[config.mk]
export PLATFORM = sky130hd
export DESIGN_NAME = multicycle_control
export DESIGN_NICKNAME = d
export VERILOG_FILES = /design/src/rtl/multicycle_control.sv
export SDC_FILE = /design/constraint.sdc
export NUM_CORES = 1
export LEC_CHECK = 0
export BUFFER_PORTS_ARGS = -buffer_cell sky130_fd_sc_hd__clkbuf_2
export CORE_MARGIN = 10
export CORE_UTILIZATION = 50
export DETAILED_ROUTE_END_ITERATION = 10
export GPL_ROUTABILITY_DRIVEN = 0
export PLACE_DENSITY_LB_ADDON = 0.1
export RECOVER_POWER = 100
export SLEW_MARGIN = 40
export SYNTH_ARGS = -nofsm -noshare
export SYNTH_HDL_FRONTEND = slang
export SYNTH_SLANG_ARGS = --single-unit
[constraint.sdc]
create_clock -name CLK -period 1.8 [get_ports CLK]
set_input_delay 0.09 -clock CLK [delete_from_list [all_inputs] [get_ports CLK]]
set_output_delay 0.09 -clock CLK [all_outputs]
set_load 0.05 [all_outputs]
[src/rtl/multicycle_control.sv]
// Main control FSM for the multicycle MIPS datapath.
// Sequences fetch/decode/execute/memory/writeback and drives ALUControl.
module multicycle_control #(
   parameter int MEM_WAIT_MAX = 15
) (
   input  logic       CLK,
   input  logic       Reset,
   input  logic [5:0] Opcode,
   input  logic [5:0] Funct,
   input  logic       MemReady,
   output logic [3:0] ALUop,
   output logic [5:0] FuncCode,
   output logic       ALUSrcA,
   output logic [1:0] ALUSrcB,
   output logic       IorD,
   output logic       MemRead,
   output logic       MemWrite,
   output logic       IRWrite,
   output logic       RegDst,
   output logic       RegWrite,
   output logic       MemtoReg,
   output logic       PCWrite,
   output logic       PCWriteCond,
   output logic [1:0] PCSource,
   output logic       Illegal,
   output logic       MemTimeout
);

   typedef enum logic [3:0] {
      S_FETCH,
      S_DECODE,
      S_EXEC_R,
      S_WB_R,
      S_EXEC_I,
      S_WB_I,
      S_MEMADR,
      S_MEMRD,
      S_MEMWR,
      S_WB_MEM,
      S_BRANCH,
      S_JUMP
   } state_t;

   localparam logic [5:0] OP_R    = 6'b000000;
   localparam logic [5:0] OP_LW   = 6'b100011;
   localparam logic [5:0] OP_SW   = 6'b101011;
   localparam logic [5:0] OP_BEQ  = 6'b000100;
   localparam logic [5:0] OP_J    = 6'b000010;
   localparam logic [5:0] OP_ADDI = 6'b001000;
   localparam logic [5:0] OP_ANDI = 6'b001100;
   localparam logic [5:0] OP_ORI  = 6'b001101;
   localparam logic [5:0] OP_SLTI = 6'b001010;

   localparam int CW = $clog2(MEM_WAIT_MAX + 1);
   // Count value seen during the last permitted idle wait cycle
   localparam logic [CW-1:0] CNT_LAST = CW'(MEM_WAIT_MAX - 1);

   state_t          state;
   state_t          state_n;
   logic [5:0]      op_q;
   logic [5:0]      fn_q;
   logic [CW-1:0]   cnt;
   logic [CW-1:0]   cnt_n;
   logic            waiting;
   logic            timeout;
   logic            load_ir;

   assign waiting = (state == S_FETCH) || (state == S_MEMRD) ||
                    (state == S_MEMWR);
   assign timeout = waiting && !MemReady && (cnt == CNT_LAST);
   assign load_ir = (state == S_FETCH) && MemReady;

   // Idle-wait counter: advances only while stalled, cleared otherwise
   always_comb begin
      cnt_n = '0;
      if (waiting && !MemReady && !timeout)
         cnt_n = cnt + 1'b1;
   end

   // State, instruction latch and wait counter registers
   always_ff @(posedge CLK or posedge Reset) begin
      if (Reset) begin
         state <= S_FETCH;
         op_q  <= '0;
         fn_q  <= '0;
         cnt   <= '0;
      end else begin
         state <= state_n;
         cnt   <= cnt_n;
         if (load_ir) begin
            op_q <= Opcode;
            fn_q <= Funct;
         end
      end
   end

   // Next-state sequencing
   always_comb begin
      state_n = state;
      unique case (state)
         S_FETCH: begin
            if (MemReady)
               state_n = S_DECODE;
            else if (timeout)
               state_n = S_FETCH;
         end
         S_DECODE: begin
            case (op_q)
               OP_R:    state_n = S_EXEC_R;
               OP_LW:   state_n = S_MEMADR;
               OP_SW:   state_n = S_MEMADR;
               OP_BEQ:  state_n = S_BRANCH;
               OP_J:    state_n = S_JUMP;
               OP_ADDI: state_n = S_EXEC_I;
               OP_ANDI: state_n = S_EXEC_I;
               OP_ORI:  state_n = S_EXEC_I;
               OP_SLTI: state_n = S_EXEC_I;
               default: state_n = S_FETCH;
            endcase
         end
         S_EXEC_R: state_n = S_WB_R;
         S_WB_R:   state_n = S_FETCH;
         S_EXEC_I: state_n = S_WB_I;
         S_WB_I:   state_n = S_FETCH;
         S_MEMADR: begin
            if (op_q == OP_LW)
               state_n = S_MEMRD;
            else if (op_q == OP_SW)
               state_n = S_MEMWR;
            else
               state_n = S_FETCH;
         end
         S_MEMRD: begin
            if (MemReady)
               state_n = S_WB_MEM;
            else if (timeout)
               state_n = S_FETCH;
         end
         S_MEMWR: begin
            if (MemReady || timeout)
               state_n = S_FETCH;
         end
         S_WB_MEM: state_n = S_FETCH;
         S_BRANCH: state_n = S_FETCH;
         S_JUMP:   state_n = S_FETCH;
         default:  state_n = S_FETCH;
      endcase
   end

   // Datapath controls from state and latched instruction; zero in reset
   always_comb begin
      ALUop       = 4'b0000;
      FuncCode    = 6'b000000;
      ALUSrcA     = 1'b0;
      ALUSrcB     = 2'b00;
      IorD        = 1'b0;
      MemRead     = 1'b0;
      MemWrite    = 1'b0;
      IRWrite     = 1'b0;
      RegDst      = 1'b0;
      RegWrite    = 1'b0;
      MemtoReg    = 1'b0;
      PCWrite     = 1'b0;
      PCWriteCond = 1'b0;
      PCSource    = 2'b00;
      Illegal     = 1'b0;
      MemTimeout  = 1'b0;
      if (!Reset) begin
         MemTimeout = timeout;
         unique case (state)
            S_FETCH: begin
               MemRead = !timeout;
               ALUSrcB = 2'b01;
               ALUop   = 4'b0010;
               IRWrite = MemReady;
               PCWrite = MemReady;
            end
            S_DECODE: begin
               ALUSrcB = 2'b11;
               ALUop   = 4'b0010;
               Illegal = !(op_q inside {OP_R, OP_LW, OP_SW, OP_BEQ,
                                        OP_J, OP_ADDI, OP_ANDI,
                                        OP_ORI, OP_SLTI});
            end
            S_EXEC_R: begin
               ALUSrcA  = 1'b1;
               ALUop    = 4'b1111;
               FuncCode = fn_q;
            end
            S_WB_R: begin
               RegDst   = 1'b1;
               RegWrite = 1'b1;
            end
            S_EXEC_I: begin
               ALUSrcA = 1'b1;
               ALUSrcB = 2'b10;
               case (op_q)
                  OP_ANDI: ALUop = 4'b0000;
                  OP_ORI:  ALUop = 4'b0001;
                  OP_SLTI: ALUop = 4'b0111;
                  default: ALUop = 4'b0010;
               endcase
            end
            S_WB_I: begin
               RegWrite = 1'b1;
            end
            S_MEMADR: begin
               ALUSrcA = 1'b1;
               ALUSrcB = 2'b10;
               ALUop   = 4'b0010;
            end
            S_MEMRD: begin
               IorD    = 1'b1;
               MemRead = !timeout;
            end
            S_MEMWR: begin
               IorD     = 1'b1;
               MemWrite = !timeout;
            end
            S_WB_MEM: begin
               RegWrite = 1'b1;
               MemtoReg = 1'b1;
            end
            S_BRANCH: begin
               ALUSrcA     = 1'b1;
               ALUop       = 4'b0110;
               PCWriteCond = 1'b1;
               PCSource    = 2'b01;
            end
            S_JUMP: begin
               PCWrite  = 1'b1;
               PCSource = 2'b10;
            end
            default: begin
            end
         endcase
      end
   end

endmodule

# --- Word-level counts from Yosys, hierarchy flattened ---
# Cells that the tools add are included.
totals:
  regBits: 20
  in_bits: 15
  output_inout_bits: 26
  word_cells: 88
classes:
  addsub: 1
  n_eq_ne: 21
  muxes: 41
  reduce_logical: 21
op_table:
  columns: ["op", "n"]
  rows:
  - ["$mux 4", 8]
  - ["$pmux 4 s7", 1]
  - ["$eq 6x4->1 const B", 4]
  - ["$mux 1", 22]
  - ["$eq 4x4->1 const B", 5]
  - ["$pmux 4 s5", 1]
  - ["$eq 4x3->1 const B", 4]
  - ["$pmux 4 s4", 1]
  - ["$eq 6x6->1 const B", 2]
  - ["$mux 6", 2]
  - ["$pmux 3 s3", 1]
  - ["$reduce_bool 9->1", 1]
  - ["$eq 4x2->1 const B", 2]
  - ["$reduce_or 2->1", 4]
  - ["$reduce_or 4->1", 2]
  - ["$eq 6x2->1 const B", 1]
  - ["$eq 6x3->1 const B", 1]
  - ["$logic_not 6->1", 1]
  - ["$pmux 2 s3", 1]
  - ["$reduce_or 3->1", 2]
  - ["$add 4x1->4 const B", 1]
  - ["$eq 4x1->1 const B", 1]
  - ["$logic_and 1x1->1", 4]
  - ["$logic_not 4->1", 1]
  - ["6 further kinds", 11]

# --- Depth between registers and ports, before layout ---
# Gate-level depths: netlist of the first run.
depth:
  depth_word: 8
  mapped_depth: 6

# --- Least setup slack after synthesis of the first run ---
# OpenSTA, ideal clock, no wires.
synth_timing:
  kind: "flip-flop to output port"
  startpoint: "register op_q[5]"
  endpoint: "output port ALUop[0]"
  arrival_time_ns: 3.410
  t_required_ns: 1.710
  setup_slack_ns: -1.700
  path_stages_with_launch: 4
  path_buffers: 0
  path_cell_list: "dfrtp_1 -> nor4b_1 -> nand3_1 -> a2111oi_0"
synth_between:
  elab_chain_len: 4
synth_rtl:
  columns: ["item", "line_no", "rtl"]
  rows:
  - ["start: declaration", "60", "logic [5:0] op_q;"]
  - ["start signal: assignment", "91", "op_q <= Opcode;"]
  - ["$eq 6x4->1", "197", "case (op_q)"]
  - ["$pmux 3 s3 *", "197", null]
  - ["$pmux 4 s4 *", "170", "unique case (state)"]
  - ["$mux 4 *", "168", "if (!Reset) begin"]
  - ["end: declaration", "11", "output logic [3:0] ALUop,"]
# Every way passes the cells marked *; elsewhere a longest branch is shown, timed or not.

# --- Final worst setup path of the first run ---
layout_timing:
  startpoint: "register op_q[1]"
  endpoint: "output port ALUop[0]"
# The elaborated chain is that of the path after synthesis.

==> results.md, run 1 <==
* Area share of the largest cell type after synthesis at 0.386
* Startpoint Class: flip-flop
* Dpl hpwl at ~2900 um
* Worst-path clk slew at around 110 ps
* Core area at approximately 0.0025 mm2
* Met2 wire length at roughly 2200 um
* Worst Tran Pin Value at a little over 700 ps
* Worst Skew at 2.65 ps
* Synth Flop Type: dfrtp_1
* # rows at 18
* LEAKAGE at approximately 0.87 nW
* Highest routed layer: met4
* Synth-to-layout area growth at 52.3%
* Vias in the first global route at 1365
* Global-route wire length before repair at 6470 um
* Global Route Usage Sum at 0.152
* RSZ-0062 raised after global routing: yes
* Crit path kind: reg2out
* Sw power at roughly 1.5 mW
* Post-synth ARST share at 1.00
* Mapped Cells at approximately 140
* Nets at between 200 and 250
* Worst hold margin at between 15 and 20 ps
* Clk pwr share at 0.067
* CTS tree: built
* Synth top cells by count: 24 x nor2_1, 20 x dfrtp_1, 10 x mux2_2
* Post-Syn Nets at 160
* Final hold viol count at 0
* CTS Sinks at 20
* Pwr/cell area at 1610 mW/mm2
* Failing checks: negative setup slack
* Sw Share at 0.483
* Setup ws final at -130 ps
* WL/cell at 17.5 um
* Initial Utilization at 0.523
* Syn_area_per_cell at slightly above 9 um2
* Pin count of the biggest net entering global routing at 14
* Distinct cells, synth at 44
* WL final at 4020 um
* Clock root buffer: clkbuf_4
* Seq pwr share at 0.263
* Ys Warns at 0
* DRT Pass-1 Iters at 4
* Drt initial violations at 76
* Initial antenna violation count at 0
* Via/cell ratio at 5.73
* Total grt overflow at 0
* WP data arrival at roughly 1800 ps
* CTS buffer count at 3
* Register bit total from synthesis at 20
* IO Port Bufs at 40
* Max-cap violations at 0
* Met3 WL at approximately 220 um
* Internal power component at between 1.5 and 2 mW
* Final min period at about 1900 ps
* Slew Viols, Final at 0
* Logic pwr share at 0.670
* Htree depth at 1
* Die extent in y at just over 70 um
* Mapped Area at roughly 0.0013 mm2
* Setup-failing EPs final at 4
* Final Util at 0.796
* R2R Setup Slk at about 100 ps
* Final Cycle Share at 1.07
* Largest cells by area after synthesis: dfrtp_1 39%, mux2_2 8.7%, nor2_1 7.0%, and2_1 3.4%, nand2b_1 2.9%
* Worst-Skew Late Latency at about 300 ps
* Cell type with the highest aggregate area in the netlist: dfrtp_1
* Setup crit end kind: output port
* Clk buf depth at 2
* Outcome: finished, violations left
* Placement Setup Slack at between 100 and 150 ps
* Max stage delay on crit path at 470 ps
* Largest fanout on the critical path at 5
* EDFF count, synth at 0
* Crit-path cells: nand2b_1, mux2i_1, nand3_2, a2111oi_4, buf_12
* Slowest CP cell: dfrtp_2
* Share of cells above drive strength 1 at 0.510
* Rel. slew slack at 0.517
* Die area at roughly 0.005 mm2
* VDD IR max at approximately 1200 uV
* Post-route ant nets at 0
* Die width at about 71 um
* Filler cell count at around 170
* DRT met1 WL at between 1500 and 2000 um
* N_diodes at 0
* Most frequent cell after synthesis: nor2_1
* Hold Crit Class: in2reg
* Drt drc at 0
* Register area share after synthesis at 0.386
* F_max at between 500 and 600 MHz
* Via Count at 1319
* Io pins at 41
* WP data required at around 1700 ps
[critical path, delay by kind of cell (launching register included)]
kind / cells / cell delay [ps]
buffers and inverters: 1 / 190
multiplexers: 1 / 190
AO/OA/AOI/OAI: 1 / 380
AND/OR/NAND/NOR: 2 / 320
flip-flops: 1 / 470
[placed cells by master, fill, tap and decap left out, types with 3 or more instances in the layout]
cell            n
clkbuf_2       21
nor2_1         20
buf_4          17
dfrtp_1        16
clkbuf_4       13
mux2_2         10
and2_1          6
dlygate4sd3_1   4
dfrtp_2         4
nor2_4          3
nand3_1         3
nor3_1          3
nand2_1         3
inv_1           3
o21ai_0         3
nor4_4          3
buf_12          3
buf_6           3
[final timing paths]
check                                 to  startpoint  cells after the start
worst min-delay path             op_q[5]   Opcode[5]                      2
worst max-delay path            ALUop[0]     op_q[1]                      5
worst max register to register  state[0]     op_q[0]                      4
worst min register to register   fn_q[0]     fn_q[0]                      1
min in group asynchronous       state[3]       Reset                      4
max in group asynchronous       state[2]       Reset                      4
[area by class of cell]
cell class / count / area [um2] / share of cell area
sequential: 20 / 505 / 0.256
timing repair buffer: 62 / 478 / 0.242
multi-input combinational: 110 / 908 / 0.461
clock buffer: 3 / 22.5 / 0.0114
inverter: 5 / 20.0 / 0.0102
tap: 30 / 37.5 / 0.0190
[stage by stage]
stage	cells	power [mW]	cell area [um2]	TNS, ps
2_1_floorplan	143	2.08	1380	-802
3_3_place_gp	218	2.52	1720	0
3_5_place_dp	218	2.59	1720	0
4_1_cts	228	3.04	1910	-170
5_1_grt	230	3.36	1970	-1490
6_report	230	3.17	1970	-262
[flip-flops by register name, summed over array words and instances, names as in the netlist]
register / count
fn_q: 6
state: 4
cnt: 4
op_q: 6
[per-layer routing]
| layer | up-vias | track usage |
|---|---|---|
| met3 | 8 | 0.0363 |
| met2 | 41 | 0.262 |
| met5 | - | 0 |
| met1 | 643 | 0.178 |
| li1 | 627 | - |
| met4 | 0 | 0.0538 |
[logic make-up after synthesis]
group | count (synthesis) | share of synthesized area
adder cells (fa/ha/maj) | 2 | 0.0193
flip-flops | 20 | 0.386
buffers and inverters | 13 | 0.0435
XOR/XNOR | 4 | 0.0271
AND/OR/NAND/NOR | 68 | 0.283
AO/OA/AOI/OAI | 23 | 0.129
multiplexers | 13 | 0.112
[power groups by stage]
stage               Sequential (mW)  Combinational, mW  Clock, mW
global route                  0.861               2.25      0.244
floorplan                     0.767               1.32          0
global placement              0.795               1.73          0
finish                        0.834               2.13      0.213
detailed placement            0.815               1.77          0
CTS                           0.808               2.01      0.219
[timing repair]
action / in CTS / in global routing
setup buffers: 4 / 2
resized for setup: 30 / 31
endpoints found under the setup margin: 16 / 20
pin swaps: 6 / 3
hold endpoints to repair: 8 / 1
hold buffers: 3 / 1
Note: power is estimated with default switching activity, not from simulation.
==> run 2: changes to the inputs <==
CORE_UTILIZATION = 54   (was 50)
clock period = 2.4 ns   (was 1.8 ns; I/O delays follow)
==> run 2 against run 1 <==
  * The flow now finishes without violations
  * Final area down 20%
  * Critical path type unchanged
  * Via count down 6.9%
  * Register-to-register slack better by 390 ps
  * Die area down 5.3%
  * Clock power down 6%
==> results.md, run 2 (synthesis gave the netlist of run 1 again) <==
* Outcome: completed
* Global-route wire length before repair at around 5300 um
* N_diodes at 0
* CP Buf/Inv Count at 1
* Worst Skew at between 7 and 8 ps
* IO Port Bufs at 40
* Met3 WL at 268 um
* F_max at 445 MHz
* Final min period at between 2000 and 2500 ps
* Worst-path clk slew at roughly 120 ps
* Final hold viol count at 0
* Commonest cells after routing, fill and taps aside: 28 x clkbuf_2, 24 x nor2_1, 20 x dfrtp_1, 13 x clkbuf_1, 10 x mux2_2
* Commonest non-fill, non-tap cell in the layout: clkbuf_2
* Worst Tran Pin Value at 950 ps
* Highest routed layer: met4
* Startpoint Class: flip-flop
* Slowest CP cell: dfrtp_1
* Max stage delay on crit path at around 570 ps
* Final Cycle Share at 0.936
* LEAKAGE at roughly 0.71 nW
* VDD IR max at around 830 uV
* Crit-path cells: nor4b_2, nand3_1, a2111oi_2, buf_2
* Initial Utilization at 0.574
* Post-CTS Repair Setup Buffers at 0
* WP data required at 2280 ps
* Pwr/cell area at roughly 1200 mW/mm2
* Io pins at a little over 40
* RSZ-0062 raised after global routing: no
* Vias in the first global route at approximately 1200
* Clock root buffer: clkbuf_4
* Setup crit end kind: output port
* Kind of cell adding the most delay to the critical path: flip-flops
* Max-cap violations at 0
* Hold Crit Class: in2reg
* CTS Sinks at 20
* Setup-failing EPs final at 0
* Initial antenna violation count at 0
* WL/cell at 15.6 um
* Worst-Skew Late Latency at between 300 and 400 ps
* Drt drc at 0
* Tot Pwr at 1.94 mW
* Rel. slew slack at 0.367
* Final Util at 0.696
* Via Count at 1228
* DRT Pass-1 Iters at 4
* CTS buffer count at 3
* Via/cell ratio at between 5 and 6
* Htree depth at 1
* Clk buf depth at 2
* Die area at 0.00476 mm2
* CTS tree: built
* Total grt overflow at 0
* Largest registers: fn_q: 6 flops, op_q: 6 flops
* Dpl hpwl at 2510 um
* Global Route Usage Sum at 0.146
* Die width at a little under 70 um
* Share of cells above drive strength 1 at 0.283
* Pin count of the biggest net entering global routing at 19
* Crit path kind: reg2out
* WL final at about 3300 um
* Post-route ant nets at 0
* Slew Viols, Final at 0
* Setup TNS at 0 ps
* DRT met1 WL at 1370 um
* Core area at 0.00225 mm2
* Largest fanout on the critical path at 15
* Die extent in y at approximately 69 um
* Met2 wire length at 1620 um
* Drt initial violations at just over 70
* WP data arrival at around 2100 ps
* Nets at 202
* Synth-to-layout area growth at 21.2%
* # rows at 17
## run 2: worst paths after layout
check / start / to / slack [ps] / cells after the start
worst max-delay path: state[1] / ALUop[0] / 150 / 4
worst min-delay path: Funct[5] / fn_q[5] / 20 / 2
worst max register to register: state[1] / fn_q[0] / 490 / 4
worst min register to register: cnt[0] / cnt[0] / 490 / 1
max in group asynchronous: Reset / cnt[1] / 880 / 4
min in group asynchronous: Reset / state[2] / 390 / 3
## run 2: cell type report
class | instances | area (um2)
clock buffer | 4 | 36.3
fill | 201 | 686
inverter | 5 | 18.8
multi-input combinational | 110 | 759
sequential | 20 | 500
tap | 28 | 35.0
timing repair buffer | 45 | 219
## run 2: repair_timing
action                                  in CTS  in global routing
hold buffers                                 1                  0
resized for setup                            0                  3
hold endpoints to repair                     2                  0
endpoints found under the setup margin       0                  2
## run 2: per-layer routing
layer  global-route usage  vias to the layer above
met2                0.245                       56
met3               0.0338                        5
met4               0.0813                        0
met5                    0                        -
li1                     -                      594
met1                0.166                      573
## run 2: through the flow
step	setup slack, ps	hold WS [ps]	cells	area (um2)
after floorplan	108	109	143	1320
after global placement	455	167	207	1550
after detailed placement	373	177	207	1550
after CTS	4.41	5.69	212	1590
after global routing	30.2	16.7	212	1570
final	154	15.8	212	1570
## run 2: power by group
part           internal [mW]  switching, mW  leakage, nW
Sequential             0.479          0.169        0.249
Combinational          0.396          0.692        0.440
Clock                 0.0927          0.109       0.0210
==> run 3: changes to the inputs <==
CORE_MARGIN = 2   (was 10)
==> run 3 against run 2 <==
  * Die area shrank 41%
  * Core utilization rose by 0.10 points
  * Maximum frequency is 0.36% higher
  * Combinational power down 4%
  * Sequential power rose by 0.8%
  * Worst setup slack improved by 7.9 ps
  * First-iteration DRC count is 66% lower
  * Register-to-register slack got worse by 80 ps
  * Critical path depth is 2 higher
  * Final area shrank 0.80%
  * Critical endpoint is now ALUop[1]
==> results.md, run 3 (synthesis gave the netlist of run 1 again) <==
* Outcome: completed
* Via Count at 1238
* Setup ws final at around 160 ps
* CP Buf/Inv Count at 2
* Drt initial violations at 24
* Crit path kind: reg2out
* Total grt overflow at 0
* WL/cell at 13.9 um
* Crit path depth at 6
* Setup crit end kind: output port
* Initial antenna violation count at 0
* Crit-path cells: clkbuf_2, or2_2, o22ai_1, nor2_1, nor2_1, clkbuf_1
* Logic pwr share at 0.554
* IO Port Bufs at 40
* Global-route wire length before repair at roughly 4900 um
* Hold Crit Class: in2reg
* Sw power at around 0.94 mW
* RSZ-0062 raised after global routing: no
* Post-CTS Repair Setup Buffers at 0
* Pwr/cell area at 1220 mW/mm2
* Via/cell ratio at roughly 5.8
* CTS Sinks at 20
* Io pins at between 40 and 50
* Internal power component at approximately 0.96 mW
* N_diodes at 0
* Worst-path clk slew at approximately 110 ps
* FF/Latch Area at about 500 um2
* Worst-Skew Late Latency at about 300 ps
* F_max at 447 MHz
* Max-cap violations at 0
* DRT Pass-1 Iters at 4
* Pin count of the biggest net entering global routing at 18
* Die width at 53.0 um
* Share of cells above drive strength 1 at 0.288
* Final hold viol count at 0
* Drt drc at 0
* Setup TNS at 0 ps
* Max stage delay on crit path at 470 ps
* Vias in the first global route at approximately 1100
* Die area at 0.00281 mm2
* Sw Share at 0.495
* Slowest CP cell: clkbuf_1
* Post-route ant nets at 0
* Htree depth at 1
* Commonest non-fill, non-tap cell in the layout: clkbuf_2
* Initial Utilization at 0.580
* Most frequent CP cell: nor2_1
* R2R depth at 5
* Largest registers: fn_q: 6 flops, op_q: 6 flops
* Largest fanout on the critical path at 14
* Slew Viols, Final at 0
* Final Util at 0.697
* VDD IR max at slightly above 800 uV
* Synth-to-layout area growth at 20.2%
* Die extent in y at 53.0 um
* Nets at between 200 and 250
* Core area at 0.00223 mm2
* WL final at 2950 um
* Commonest cells after routing, fill and taps aside: 33 x clkbuf_2, 24 x nor2_1, 20 x dfrtp_1, 10 x mux2_2, 9 x clkbuf_1
* Worst Skew at 4.96 ps
* CTS buffer count at 3
* Clk buf depth at 2
* Final min period at 2240 ps
* WP data arrival at roughly 2100 ps
* Clk pwr share at 0.102
* Kind of cell adding the most delay to the critical path: buffers and inverters
* Global Route Usage Sum at 0.233
* Placement Setup Slack at about 520 ps
* Rel. slew slack at 0.596
* # rows at 17
* Setup-failing EPs final at 0
* Dpl hpwl at 2200 um
* CTS tree: built
* Final Cycle Share at 0.933
* LEAKAGE at about 0.7 nW
* Area of the multi-input gates at roughly 740 um2
* Seq pwr share at 0.344
* Worst Tran Pin Value at about 610 ps
* Hold path depth at 2
* Clock root buffer: clkbuf_4
* WP data required at about 2300 ps
* Startpoint Class: flip-flop
* Filler cell count at 192
## run 3: power groups by stage
stage / Sequential (mW) / Combinational (mW) / Clock [mW]
after global placement: 0.644 / 1.06 / 0
after floorplan: 0.575 / 0.932 / 0
after detailed placement: 0.657 / 1.08 / 0
after CTS: 0.649 / 1.09 / 0.202
after global routing: 0.684 / 1.15 / 0.210
final: 0.653 / 1.05 / 0.194
## run 3: cell type report
type,instances,area share
flip-flops and latches,20,0.322
repair buffers,45,0.144
multi-input cells,110,0.477
clock buffers,4,0.0233
well taps,28,0.0225
inverters,5,0.0121
## run 3: routing by layer
metal | global-route usage | up-vias | routed length (um)
met3 | 0.0424 | 2 | 200
li1 | - | 599 | -
met5 | 0 | - | 0
met1 | 0.331 | 584 | 1280
met2 | 0.354 | 53 | 1450
met4 | 0.0855 | 0 | 19
## run 3: through the flow
stage	hold slack, ps	power (mW)	area (um2)	instances
floorplan	109	1.51	1320	143
global placement	182	1.71	1550	207
detailed placement	185	1.74	1550	207
CTS	23.3	1.94	1590	212
global route	22.5	2.04	1560	212
finish	30.3	1.90	1560	212
## run 3: final timing paths
kind	start	end	slack, ps
worst max-delay path	state[1]	ALUop[1]	160
max in group asynchronous	Reset	fn_q[2]	1500
min in group asynchronous	Reset	cnt[3]	410
worst min-delay path	Funct[0]	fn_q[0]	30
worst min register to register	cnt[0]	cnt[0]	500
worst max register to register	state[1]	fn_q[0]	410
## run 3: timing repair
item | 4_1_cts | 5_1_grt
gates resized for setup | 0 | 1
setup endpoints to repair | 0 | 1
endpoints found under the hold margin | 4 | 0
hold buffers | 1 | 0
